`src/rtl/mem_stage_lsu_if.sv`:
```
// Data-bus bundle between the MEM-stage LSU (master) and the data memory (slave).
interface mem_stage_lsu_if;
  logic        d_req;
  logic        d_we;
  logic [31:0] d_addr;
  logic [3:0]  d_be;
  logic [31:0] d_wdata;
  logic        d_ack;
  logic [31:0] d_rdata;

  modport master (output d_req, d_we, d_addr, d_be, d_wdata, input d_ack, d_rdata);
  modport slave  (input d_req, d_we, d_addr, d_be, d_wdata, output d_ack, d_rdata);
endinterface

```
`src/rtl/mem_stage_lsu.sv`:
```
// MEM-stage load/store unit: req/ack bus access, lane steering, load extension, WB register.
// Optional ALIGN_CHECK_EN: misaligned word/half ops are dropped and flagged on align_err.
module mem_stage_lsu #(
  parameter int TIMEOUT_CYC = 16
) (
  input  logic        clk,
  input  logic        rst,
  input  logic        MEM_Valid,
  input  logic        MEM_DmWr,
  input  logic        MEM_LTypeSel,
  input  logic [1:0]  MEM_SaveType,
  input  logic [2:0]  MEM_LTypeExtOp,
  input  logic [1:0]  MEM_WbSel,
  input  logic [31:0] MEM_AluOut,
  input  logic [31:0] MEM_OutB,
  input  logic [4:0]  MEM_Rw,
  input  logic [29:0] MEM_PcAddOne,
  input  logic        MEM_RfWr,
  mem_stage_lsu_if.master bus,
  output logic        mem_stall,
  output logic        bus_err,
`ifdef ALIGN_CHECK_EN
  output logic        align_err,
`endif
  output logic        WB_RfWr,
  output logic [4:0]  WB_Rw,
  output logic [31:0] WB_Data
);
  localparam logic [1:0] IDLE = 2'd0, REQ = 2'd1, DONE = 2'd2;
  localparam logic [1:0] W_WORD = 2'd0, W_HALF = 2'd1, W_BYTE = 2'd2;
  localparam logic [7:0] TO_LAST = 8'(TIMEOUT_CYC - 1);

  logic [1:0]  state;
  logic [7:0]  cnt;
  logic [31:0] ld_data;
  logic        no_wb;

  logic        accept, issue, timeout;
  logic [1:0]  a, width;
  logic [3:0]  be_n;
  logic [31:0] wdata_n, ext_data, wb_data;
  logic [7:0]  lane_b;
  logic [15:0] lane_h;

  assign a       = MEM_AluOut[1:0];
  assign accept  = (state == IDLE) & MEM_Valid & (MEM_DmWr | MEM_LTypeSel);
  assign timeout = (state == REQ) & ~bus.d_ack & (cnt == TO_LAST);
  // Held low during reset so a frozen pipeline is released immediately.
  assign mem_stall = ~rst & (accept | (state == REQ));

`ifdef ALIGN_CHECK_EN
  assign issue = accept & ~(((width == W_WORD) & (a != 2'b00)) | ((width == W_HALF) & a[0]));
`else
  assign issue = accept;
`endif

  always_comb begin
    width = W_WORD;
    if (MEM_DmWr) begin
      if (MEM_SaveType == 2'b01)      width = W_HALF;
      else if (MEM_SaveType == 2'b10) width = W_BYTE;
    end else begin
      case (MEM_LTypeExtOp)
        3'b001, 3'b010: width = W_BYTE;
        3'b011, 3'b100: width = W_HALF;
        default:        width = W_WORD;
      endcase
    end
  end

  always_comb begin
    be_n    = 4'b1111;
    wdata_n = MEM_OutB;
    case (width)
      W_HALF: begin
        be_n    = 4'b0011 << {a[1], 1'b0};
        wdata_n = {2{MEM_OutB[15:0]}};
      end
      W_BYTE: begin
        be_n    = 4'b0001 << a;
        wdata_n = {4{MEM_OutB[7:0]}};
      end
      default: ;
    endcase
  end

  // Address bits are still held on MEM_AluOut while the op sits in REQ.
  always_comb begin
    lane_h = a[1] ? bus.d_rdata[31:16] : bus.d_rdata[15:0];
    case (a)
      2'd1:    lane_b = bus.d_rdata[15:8];
      2'd2:    lane_b = bus.d_rdata[23:16];
      2'd3:    lane_b = bus.d_rdata[31:24];
      default: lane_b = bus.d_rdata[7:0];
    endcase
    ext_data = bus.d_rdata;
    case (MEM_LTypeExtOp)
      3'b001:  ext_data = {{24{lane_b[7]}}, lane_b};
      3'b010:  ext_data = {24'b0, lane_b};
      3'b011:  ext_data = {{16{lane_h[15]}}, lane_h};
      3'b100:  ext_data = {16'b0, lane_h};
      default: ;
    endcase
  end

  always_comb begin
    case (MEM_WbSel)
      2'b01:   wb_data = ld_data;
      2'b10:   wb_data = {MEM_PcAddOne, 2'b00};
      default: wb_data = MEM_AluOut;
    endcase
  end

  always_ff @(posedge clk or posedge rst) begin
    if (rst) begin
      state       <= IDLE;
      cnt         <= 8'd0;
      ld_data     <= 32'd0;
      no_wb       <= 1'b0;
      bus.d_req   <= 1'b0;
      bus.d_we    <= 1'b0;
      bus.d_addr  <= 32'd0;
      bus.d_be    <= 4'd0;
      bus.d_wdata <= 32'd0;
      bus_err     <= 1'b0;
`ifdef ALIGN_CHECK_EN
      align_err   <= 1'b0;
`endif
      WB_RfWr     <= 1'b0;
      WB_Rw       <= 5'd0;
      WB_Data     <= 32'd0;
    end else begin
      bus_err <= 1'b0;
`ifdef ALIGN_CHECK_EN
      align_err <= 1'b0;
`endif
      case (state)
        IDLE: begin
          if (accept) begin
            WB_RfWr <= 1'b0;
            no_wb   <= 1'b0;
            if (issue) begin
              bus.d_req   <= 1'b1;
              bus.d_we    <= MEM_DmWr;
              bus.d_addr  <= {MEM_AluOut[31:2], 2'b00};
              bus.d_be    <= be_n;
              bus.d_wdata <= wdata_n;
              cnt         <= 8'd0;
              state       <= REQ;
            end
`ifdef ALIGN_CHECK_EN
            else begin
              align_err <= 1'b1;
              no_wb     <= 1'b1;
              state     <= DONE;
            end
`endif
          end else begin
            WB_RfWr <= MEM_Valid & MEM_RfWr;
            WB_Rw   <= MEM_Rw;
            WB_Data <= wb_data;
          end
        end
        REQ: begin
          WB_RfWr <= 1'b0;
          if (bus.d_ack) begin
            bus.d_req <= 1'b0;
            ld_data   <= ext_data;
            state     <= DONE;
          end else if (timeout) begin
            bus.d_req <= 1'b0;
            bus_err   <= 1'b1;
            no_wb     <= 1'b1;
            state     <= DONE;
          end else if (cnt != 8'hFF) begin
            cnt <= cnt + 8'd1;
          end
        end
        DONE: begin
          WB_RfWr <= ~no_wb & ~MEM_DmWr & MEM_RfWr;
          WB_Rw   <= MEM_Rw;
          WB_Data <= wb_data;
          state   <= IDLE;
        end
        default: state <= IDLE;
      endcase
    end
  end
endmodule

```
`src/flat_wrapper.sv`:
```
// flat-port wrapper written by rule: the top's interface ports become plain ports
module mem_stage_lsu_flat 
#(
  parameter int TIMEOUT_CYC = 16
)
  (clk, rst, MEM_Valid, MEM_DmWr, MEM_LTypeSel, MEM_SaveType, MEM_LTypeExtOp, MEM_WbSel, MEM_AluOut, MEM_OutB, MEM_Rw, MEM_PcAddOne, MEM_RfWr, mem_stall, bus_err, WB_RfWr, WB_Rw, WB_Data, bus_d_req, bus_d_we, bus_d_addr, bus_d_be, bus_d_wdata, bus_d_ack, bus_d_rdata);
  mem_stage_lsu_if bus_i ();
  input  logic clk;
  input  logic rst;
  input  logic MEM_Valid;
  input  logic MEM_DmWr;
  input  logic MEM_LTypeSel;
  input  logic [1:0] MEM_SaveType;
  input  logic [2:0] MEM_LTypeExtOp;
  input  logic [1:0] MEM_WbSel;
  input  logic [31:0] MEM_AluOut;
  input  logic [31:0] MEM_OutB;
  input  logic [4:0] MEM_Rw;
  input  logic [29:0] MEM_PcAddOne;
  input  logic MEM_RfWr;
  output logic mem_stall;
  output logic bus_err;
  output logic WB_RfWr;
  output logic [4:0] WB_Rw;
  output logic [31:0] WB_Data;
  output wire logic [$bits(bus_i.d_req)-1:0] bus_d_req;
  output wire logic [$bits(bus_i.d_we)-1:0] bus_d_we;
  output wire logic [$bits(bus_i.d_addr)-1:0] bus_d_addr;
  output wire logic [$bits(bus_i.d_be)-1:0] bus_d_be;
  output wire logic [$bits(bus_i.d_wdata)-1:0] bus_d_wdata;
  input wire logic [$bits(bus_i.d_ack)-1:0] bus_d_ack;
  input wire logic [$bits(bus_i.d_rdata)-1:0] bus_d_rdata;
  assign bus_d_req = bus_i.d_req;
  assign bus_d_we = bus_i.d_we;
  assign bus_d_addr = bus_i.d_addr;
  assign bus_d_be = bus_i.d_be;
  assign bus_d_wdata = bus_i.d_wdata;
  assign bus_i.d_ack = bus_d_ack;
  assign bus_i.d_rdata = bus_d_rdata;
  mem_stage_lsu #(.TIMEOUT_CYC(TIMEOUT_CYC)) u_core (.clk(clk), .rst(rst), .MEM_Valid(MEM_Valid), .MEM_DmWr(MEM_DmWr), .MEM_LTypeSel(MEM_LTypeSel), .MEM_SaveType(MEM_SaveType), .MEM_LTypeExtOp(MEM_LTypeExtOp), .MEM_WbSel(MEM_WbSel), .MEM_AluOut(MEM_AluOut), .MEM_OutB(MEM_OutB), .MEM_Rw(MEM_Rw), .MEM_PcAddOne(MEM_PcAddOne), .MEM_RfWr(MEM_RfWr), .bus(bus_i), .mem_stall(mem_stall), .bus_err(bus_err), .WB_RfWr(WB_RfWr), .WB_Rw(WB_Rw), .WB_Data(WB_Data));
endmodule
```
`config.mk`:
```
export PLATFORM = sky130hd
export DESIGN_NAME = mem_stage_lsu_flat
export DESIGN_NICKNAME = d
export VERILOG_FILES = /design/src/rtl/mem_stage_lsu_if.sv /design/src/rtl/mem_stage_lsu.sv /design/src/flat_wrapper.sv
export SDC_FILE = /design/constraint.sdc
export NUM_CORES = 1
export LEC_CHECK = 0
export ABC_AREA = 1
export CORE_MARGIN = 4
export CORE_UTILIZATION = 45
export DETAILED_ROUTE_END_ITERATION = 10
export GPL_ROUTABILITY_DRIVEN = 0
export PLACE_DENSITY = 0.81
export SLEW_MARGIN = 40
export SYNTH_ARGS = -nofsm -noshare
export SYNTH_HDL_FRONTEND = slang
export SYNTH_SLANG_ARGS = --single-unit
```
`constraint.sdc`:
```
create_clock -name clk -period 12.18 [get_ports clk]
set_input_delay 1.218 -clock clk [delete_from_list [all_inputs] [get_ports clk]]
set_output_delay 1.218 -clock clk [all_outputs]
set_load 0.01 [all_outputs]
```
==> impl_metrics.ini <==
[sta]
period_minus_slack_ps = 4334
fin_worst_skew_ps = 12.75
max-slew-margin-rel_pct = 46.16
finalHoldViolCount = 0
timing.setup.tns_ps = 0
finalSetupViolCount = 0
rsz0062_at_grt = no
tightest_slew_ps = 807.6
max_freq_mhz = 230.8
finalCritPeriodShare_pct = 35.58
slew_violations = 0

[cts]
cts_tree = built
postCtsSetupRepairBufs = 0
ctsHoldBuffers = 0
numCtsBuffers = 17
clock_sink_count = 150
clockRootBuffer = clkbuf_16
htreeDepth = 4
clkTransAtPathRegs_ps = 60
clk_latency_ps = 430
clock_path_buffers = 2
post_cts_resized = 0

[global_routing]
antenna_found_initial = 1
grt_max_degree = 79
grt_overflow = 0
first_global_vias = 8053
grt_usage_pct = 24.99
grt_pass1_wl_microns = 40960

[synthesis]
synth-edff-count = 0
synth_seq_area_share_pct = 45.52
synth_top_cell_area_share_pct = 45.52
async_reset_ff_share_pct = 100.0
synth_flop_cell = dfrtp_1
synth_area_sq_um = 8245
avgSynthCellArea_sq_um = 7.157
syn_inst = 1152
synth_seq_cells = 150
post-synth-top-area-cell = dfrtp_1
yosys_warnings = 0
synthTopCellsByArea = dfrtp_1, nand2_1, nand3_1, nor2_1, inv_1
synthDistinctLibCells = 33

[power_and_ir_drop]
power.leakage_nw = 5.682
powerDensity_nw_per_um2 = 225.3
ir_drop_v = 0.0001376

[floorplanning]
die_x_microns = 143.4
dieHeight_microns = 143.4
core_sq_um = 17960
die_area_sq_um = 20550
row_count = 49
ios = 255
start_util_pct = 45.90

[drt]
ant_nets = 0
drc_errors = 0
dr.first_iter.drc_count = 539
viasPerCell = 5.174
wirelength_microns = 26250
wl_per_cell_microns = 16.32
dr_total_vias = 8325
dr.pass1.iters = 5

[critical_path]
startpoint = MEM_DmWr
startpoint_type = primary input
required_ps = 10960
crit_path_max_fanout = 28
setup.worst_path.end_class = primary output
critical_path_arrival_ps = 3120
path_class = in -> out
r2r-start = u_core.state[0]$_DFFE_PP0N_

[flow_run]
maxCapViolations = 0

[layout]
finalNetCount = 1522
stdcell_area_sq_um = 11490
fin_util_pct = 63.98
drive_gt1_share_pct = 6.019
final_common_cell = nand2_1
mostFrequentLayoutCells = nand2_1, clkdlybuf4s50_1, dfrtp_1
syn_to_final_growth_pct = 39.38
fill_cells = 1555

[placement]
port_buffers = 252
dp.final_hpwl_microns = 18540
place_area_sq_um = 10760

[outcome]
status = completed

[min_path]
hp-class = reg -> reg
min-delay-start = u_core.WB_Rw[3]$_DFFE_PP0P_
-- cell families (layout without fill, tap and decap cells) --
| logic type | after synthesis | after routing | share of synthesized area [%] |
|---|---|---|---|
| buffers and inverters | 144 | 370 | 7.891 |
| flip-flops | 150 | 150 | 45.52 |
| other | 1 | 3 | 0.04548 |
| AND/OR/NAND/NOR | 728 | 728 | 36.22 |
| adder cells (fa/ha/maj) | 11 | 11 | 1.669 |
| AO/OA/AOI/OAI | 118 | 118 | 8.649 |
-- power breakdown --
group | internal [W] | switching (W)
Sequential | 0.000724 | 0.000137
Combinational | 0.000510 | 0.000569
Clock | 0.000428 | 0.000221
Total | 0.00166 | 0.000927
-- final cells by class --
cell class | count | area, sq um | share of cell area [%]
Tap cell | 229 | 286.5 | 2.493
Inverter | 82 | 320.3 | 2.787
Antenna cell | 1 | 2.502 | 0.02177
Clock buffer | 17 | 425.4 | 3.702
Multi-Input combinational cell | 859 | 3852 | 33.52
Sequential cell | 150 | 3754 | 32.66
Timing Repair Buffer | 256 | 2556 | 22.24
Clock inverter | 15 | 295.3 | 2.569
-- final timing paths --
| kind | endpoint | slack [ps] | depth (start not counted) |
|---|---|---|---|
| max in group asynchronous | u_core.bus.d_addr[21]$_DFFE_PP0P_ | 9750 | 3 |
| hold / removal | u_core.WB_Rw[3]$_DFFE_PP0P_ | 480 | 2 |
| setup / recovery | mem_stall | 7850 | 6 |
| setup reg to reg | u_core.WB_Data[17]$_DFFE_PP0P_ | 8370 | 11 |
| min in group asynchronous | u_core.bus.d_addr[5]$_DFFE_PP0P_ | 1300 | 2 |
| hold reg to reg | u_core.WB_Rw[3]$_DFFE_PP0P_ | 480 | 2 |
-- state kept, by name, indices dropped and copies added (netlist names), 2 cells and up --
| register | flops |
|---|---|
| u_core.cnt | 8 |
| u_core.bus.d_addr | 30 |
| u_core.WB_Rw | 5 |
| u_core.bus.d_be | 4 |
| u_core.state | 2 |
| u_core.ld_data | 32 |
| u_core.bus.d_wdata | 32 |
| u_core.WB_Data | 32 |
-- synth_stat cells, types with 3 or more instances --
cell      instances
nor2_1          104
ha_1             11
inv_1            73
clkbuf_1         19
buf_6             4
nand2_1         499
a22o_1           25
a31oi_1          19
nand2_2           4
nand3_1          87
o21ai_0          26
inv_2             7
dfrtp_1         150
nand3_2           4
buf_4             4
nor2_2           18
buf_2            33
a21oi_1          46
or2_2             3
-- worst max-delay path: stages --
cell             delay, ps
clkdlybuf4s50_1        500
inv_2                   70
nand2_1                 80
nand2_2                400
a21oi_1                270
clkdlybuf4s50_1        560
-- metrics by stage --
stage	worst slack [ps]	std cells	hold WS (ps)	total power [W]
final	7846	1609	477.6	0.002589
after global routing	7571	1609	494.1	0.002758
after CTS	7830	1608	481.7	0.002601
after detailed placement	7402	1576	463.5	0.001944
after global placement	7534	1576	461.3	0.001913
after floorplan	6926	1153	449.2	0.001417
-- metal layers --
metal	GRT usage [%]	up-vias	part of all wire, %
met4	6.987	0	1.6
met2	39.85	364	46
met3	7.987	36	9.7
met5	0	-	0
met1	32.98	3882	42
li1	-	4043	-
No activity file was read; power rests on OpenSTA's default activity.
